[src/rtl/down_timer.sv]
// Down-counting timer with one-shot / auto-reload modes, pause (HOLD) and abort.
// All outputs registered; the FSM and its outputs live in one clocked block.
module down_timer #(
    parameter int WIDTH = 8
) (
    input  logic             clk,
    input  logic             rst,
    input  logic             start_i,
    input  logic [WIDTH-1:0] load_val_i,
    input  logic             auto_reload_i,
    input  logic             pause_i,
    input  logic             abort_i,
    output logic [WIDTH-1:0] count_o,
    output logic             tc_o,
    output logic             busy_o,
    output logic             done_o
);

    typedef enum logic [1:0] {
        ST_IDLE = 2'b00,
        ST_RUN  = 2'b01,
        ST_HOLD = 2'b10
    } state_e;

    // Power-up values match the reset values so outputs are defined before the first rst.
    state_e           state_q  = ST_IDLE;
    logic [WIDTH-1:0] count_q  = '0;
    logic [WIDTH-1:0] reload_q = '0;
    logic             ar_q     = 1'b0;
    logic             tc_q     = 1'b0;
    logic             busy_q   = 1'b0;
    logic             done_q   = 1'b0;

    always_ff @(posedge clk) begin
        if (rst) begin
            state_q  <= ST_IDLE;
            count_q  <= '0;
            reload_q <= '0;
            ar_q     <= 1'b0;
            tc_q     <= 1'b0;
            busy_q   <= 1'b0;
            done_q   <= 1'b0;
        end else begin
            tc_q   <= 1'b0;
            done_q <= 1'b0;
            unique case (state_q)
                ST_IDLE: begin
                    busy_q <= 1'b0;
                    if (start_i) begin
                        if (load_val_i != '0) begin
                            count_q  <= load_val_i;
                            reload_q <= load_val_i;
                            ar_q     <= auto_reload_i;
                            busy_q   <= 1'b1;
                            state_q  <= ST_RUN;
                        end else begin
                            // Zero load completes immediately without ever going busy.
                            count_q <= '0;
                            tc_q    <= 1'b1;
                            done_q  <= 1'b1;
                        end
                    end
                end
                ST_RUN: begin
                    if (abort_i) begin
                        count_q <= '0;
                        busy_q  <= 1'b0;
                        state_q <= ST_IDLE;
                    end else if (count_q == '0) begin
                        if (ar_q) begin
                            count_q <= reload_q;
                        end else begin
                            busy_q  <= 1'b0;
                            done_q  <= 1'b1;
                            state_q <= ST_IDLE;
                        end
                    end else if (pause_i) begin
                        state_q <= ST_HOLD;
                    end else begin
                        count_q <= count_q - WIDTH'(1);
                        tc_q    <= (count_q == WIDTH'(1));
                    end
                end
                ST_HOLD: begin
                    if (abort_i) begin
                        count_q <= '0;
                        busy_q  <= 1'b0;
                        state_q <= ST_IDLE;
                    end else if (!pause_i) begin
                        state_q <= ST_RUN;
                    end
                end
                default: begin
                    state_q <= ST_IDLE;
                    count_q <= '0;
                    busy_q  <= 1'b0;
                end
            endcase
        end
    end

    assign count_o = count_q;
    assign tc_o    = tc_q;
    assign busy_o  = busy_q;
    assign done_o  = done_q;

endmodule

[config.mk]
export PLATFORM = sky130hd
export DESIGN_NAME = down_timer
export DESIGN_NICKNAME = d
export VERILOG_FILES = /design/src/rtl/down_timer.sv
export SDC_FILE = /design/constraint.sdc
export NUM_CORES = 1
export LEC_CHECK = 0
export CAP_MARGIN = 20
export CORE_MARGIN = 2
export CORE_UTILIZATION = 56
export CTS_BUF_LIST = sky130_fd_sc_hd__clkbuf_8
export CTS_CLUSTER_SIZE = 16
export DETAILED_ROUTE_END_ITERATION = 12
export GPL_ROUTABILITY_DRIVEN = 1
export PLACE_DENSITY_LB_ADDON = 0.25
export SLEW_MARGIN = 20
export SYNTH_ARGS = -nofsm -noshare
export SYNTH_HDL_FRONTEND = slang
export SYNTH_SLANG_ARGS = --single-unit
[constraint.sdc]
create_clock -name clk -period 4.6 [get_ports clk]
set_input_delay 0.46 -clock clk [delete_from_list [all_inputs] [get_ports clk]]
set_output_delay 0.46 -clock clk [all_outputs]
set_load 0.02 [all_outputs]
---- Word-level counts from Yosys, hierarchy flattened ----
Index checks and enable logic that the tools add are counted.
cells by class
  add/subtract/negate cells ............... 1
  eq/ne operators ......................... 13
  mux-type cells .......................... 34
  reduce and logical (&&, ||, !) cells .... 7
operators by type and width
  cell                                                                 number
  8-bit 2-to-1 mux                                                     7
  8-bit one-hot mux with 3 select lines                                1
  2-bit 2-to-1 mux                                                     8
  4-bit != test (second input constant)                                4
  1-bit 2-to-1 mux                                                     14
  3-bit != test (second input constant)                                3
  8-bit by 1-bit == test with 1-bit output (second input constant)     1
  8-bit zero test                                                      1
  8-bit nonzero test                                                   1
  8-bit by 1-bit subtractor with 8-bit output (second input constant)  1
  2-bit != test (second input constant)                                3
  2-bit one-hot mux with 3 select lines                                1
  3-bit AND reduction                                                  2
  5-bit AND reduction                                                  1
  1-bit one-hot mux with 2 select lines                                2
  4-bit AND reduction                                                  1
  1-bit one-hot mux with 3 select lines                                1
  2-bit by 1-bit == test with 1-bit output (second input constant)     1
  2-bit == test (second input constant)                                1
  2-bit zero test                                                      1
word-level totals
  register bits ........................... 22
  input port bits ......................... 14
  output and inout port bits .............. 11
  word-level logic and storage cells ...... 62

---- Logic depth before layout (Yosys ltp) ----
  word-level depth ........................ 5
  depth in mapped cells ................... 9
  depth with buffers taken out ............ 7

---- Least setup slack after synthesis ----
No wires, ideal clock.
  path type ............................... flip-flop to flip-flop
  from .................................... reg count_q[0] (netlist: count_o[0])
  to ...................................... reg count_q[0] (netlist: count_o[0])
  library setup time ...................... 0.079 ns
  arrival ................................. 2.208 ns
  data required time ...................... 4.521 ns
  path slack .............................. 2.312 ns
  stages on the path, launching flop included .. 10
  path buffers ............................ 2
  period minus slack after synthesis ...... 2.288 ns
  cell sequence ........................... dfxtp_1 inv_1 ha_1 or4b_1 or2_0 buf_6 a221oi_4 buf_6 nor2_2 a211oi_2
between the ends
  longest elaborated chain between the ends .. 5
  elaborated cells between the ends (all ways) .. 9
  those cells by class .................... add/sub: 1; eq/ne: 2; mux: 4; reduce/logical: 2
ends and longest elaborated chain
  element                                      line  source
  start, declared                              27    logic [WIDTH-1:0] count_q = '0;
  start signal, assigned                       51    count_q <= load_val_i;
  start signal, assigned                       71    count_q <= reload_q;
  start signal, assigned                       80    count_q <= count_q - WIDTH'(1);
  8-bit by 1-bit subtractor with 8-bit output  80
  8-bit 2-to-1 mux                             77    end else if (pause_i) begin
  8-bit 2-to-1 mux                             69    end else if (count_q == '0) begin
  8-bit 2-to-1 mux                             65    if (abort_i) begin
  8-bit one-hot mux with 3 select lines        46    unique case (state_q)
Parallel ways exist; a longest one is shown, timed or not. The select of a mux whose other input is x is not followed.
A chain may end at the register's enable or synchronous reset.

---- Final worst setup path ----
  from .................................... reg count_q[0] (netlist: count_o[0])
  to ...................................... reg count_q[7] (netlist: count_o[7])
The elaborated chain is that of the path after synthesis.

==> impl_metrics.tcl <==
set metrics [dict create \
    postSynthNetCount 158 \
    via_count 1189 \
    antenna_found_initial 0 \
    yosysTopAreaCell "dfxtp_1" \
    drc 0 \
    reg2reg_depth 7 \
    routabilityCongestion 0.888 \
    max_freq_ghz 0.340 \
    numClockSinks 22 \
    yosysTopAreaCellShare_pct 35.8 \
    end_kind "flip-flop" \
    ys_ff_latch 22 \
    skew_ps 4.43 \
    die_x_um 50.9 \
    antenna_cells 0 \
    die_h_um 50.9 \
    grt_pass1_wl_um 5270 \
    worstPathArrival_ps 3120 \
    total_power_mw 0.576 \
    cts_tree "done" \
    setup_tns_ps 0 \
    startpoint_type "flip-flop" \
    path_depth 7 \
    dpl.hpwl_um 2150 \
    hold_path_class "reg2reg" \
    core_area_um2 2020 \
    synth_area_um2 1230 \
    cpPeakStageDelay_ps 720 \
    rsz0062_at_grt "no" \
    clock_path_buffers 2 \
    hold_depth 2 \
    dieArea_um2 2590 \
    leakage_nw 0.560 \
    h-tree-depth 1 \
    ioPinCount 25 \
    critical_path_buf_inv_count 1 \
    clock_latency_ps 270 \
    post-cts-setup-buffers 0 \
    period_needed_ps 2950 \
    syn_to_final_growth_pct 24.4 \
    worst_pin_slew_ps 816 \
    grt_pass1_vias 1091 \
    timing.slew.headroom_pct 45.4 \
    drtPass1Iterations 6 \
    ys_top_cells_by_count "dfxtp_1, nor2_1, a21oi_1, a211oi_1" \
    setup_viol 0 \
    grt_max_degree 23 \
    cts_root_buf "clkbuf_8" \
    final_util_pct 75.7 \
    synth-async-reset-ratio_pct 0 \
    drive_gt1_share_pct 7.50 \
    synth_area_leaders "dfxtp_1, mux2i_1, a211oi_1, a21oi_1, nor2_1" \
    synth_seq_area_share_pct 35.8 \
    avgSynthCellArea_um2 8.72 \
    wire_per_inst_um 16.5 \
    slew_viol_final 0 \
    synth.most_common_cell "dfxtp_1" \
    required_ps 4770 \
    path_cells "inv_1 > ha_1 > or4b_1 > or2_0 > a221oi_4 > nor2_1 > a311oi_1" \
    power_density_nw_per_um2 376 \
    crit_fanout 16 \
    postRouteAntennaNets 0 \
    ys.flop_type "dfxtp_1" \
    grt_overflow 0 \
    drt_iter0_markers 42 \
    cts_buffers 3 \
    grt.total_usage_pct 27.1 \
    path_clk_slew_ps 80 \
    ys_warn_count 0 \
    io_buffers 24 \
    crit_type "reg2reg" \
    vdd_drop_max_v 0.000269 \
    cts_resized 0 \
    rows 16 \
    via_per_inst 6.36 \
    cp_top_family "simple AND/OR/NAND/NOR gates" \
    drv_cap 0 \
    start_util_pct 60.8 \
    hold_buffers 0 \
    synth-edff-count 0 \
    drt_wl_total_um 3080 \
    final_nets 178 \
    outcome "completed" \
    critPathSlowestCell "a221oi_4" \
    timing.final.crit_share_pct 64.0 \
    ys_types 39 \
    hold_viol_final 0 \
    postSynthCellCount 141 \
]
[report_power, final]
part           total [mW]  internal [mW]  switching, mW
registers           0.227          0.206         0.0204
clock network       0.182          0.116         0.0660
logic               0.167         0.0725         0.0943
total               0.576          0.395          0.181
[final cells by class]
type	instances	area, µm²
Fill cell	147	492
Clock inverter	1	30.0
Inverter	2	7.51
Clock buffer	3	41.3
Timing Repair Buffer	25	248
Multi-Input combinational cell	107	729
Tap cell	27	33.8
Sequential cell	22	440
[layout by cell type (no fill, tap or decap), drive strengths merged, types with 2 or more instances in the layout]
cell type,Yosys,routed
mux2i,8,8
o31ai,6,6
dfxtp,22,22
a21oi,13,13
o21ai,2,2
inv,2,2
nor2,19,19
nor3,5,5
a211oi,11,11
nand2,3,3
or3,2,2
nor2b,5,5
nand3,2,2
clkbuf,8,3
a2bb2oi,2,2
nor4,3,3
nor3b,2,2
clkdlybuf4s50,0,24
a31oi,2,2
a22oi,4,4
ha,3,3
[per-stage QoR]
stage / instance area (µm²) / hold WS [ps] / instances / setup slack, ps
floorplan: 1230 / 455 / 141 / 2310
global placement: 1460 / 482 / 183 / 1800
finish: 1530 / 522 / 187 / 1650
CTS: 1530 / 515 / 187 / 1680
detailed placement: 1460 / 495 / 183 / 1710
global route: 1530 / 544 / 187 / 1440
[sequential cells by signal, summed over array words and instances (netlist names)]
signal    flops
busy_o        1
reload_q      8
ar_q          1
done_o        1
tc_o          1
count_o       8
state_q       2
[logic make-up (layout without fill, tap and decap cells)]
group                    Yosys count  count (layout)  share of synthesized area [%]
AO/OA/AOI/OAI                     45              45                           27.0
flip-flops                        22              22                           35.8
buffers and inverters             12              31                           4.88
multiplexers                       8               8                           6.51
XOR/XNOR                           2               2                           1.42
adder cells (fa/ha/maj)            3               3                           3.05
AND/OR/NAND/NOR                   49              49                           21.4
[worst paths after layout]
kind / startpoint / end / slack [ps]
setup / recovery: count_o[0] / count_o[7] / 1650
hold / removal: reload_q[4] / reload_q[4] / 520
setup reg to reg: count_o[0] / count_o[7] / 1650
hold reg to reg: reload_q[4] / reload_q[4] / 520
[per-layer routing]
metal	wire, µm	share of wire [%]	GRT usage (%)
met5	0	0	0
met4	85	2.8	12.6
met3	195	6.3	4.39
met2	1420	46	39.5
met1	1380	45	39.1
[worst min-delay path: stages, from the launching register on]
cell and delay, ps:
dfxtp_1 340, mux2i_1 70, nor2_1 80
Note: power is estimated with default switching activity, not from simulation.
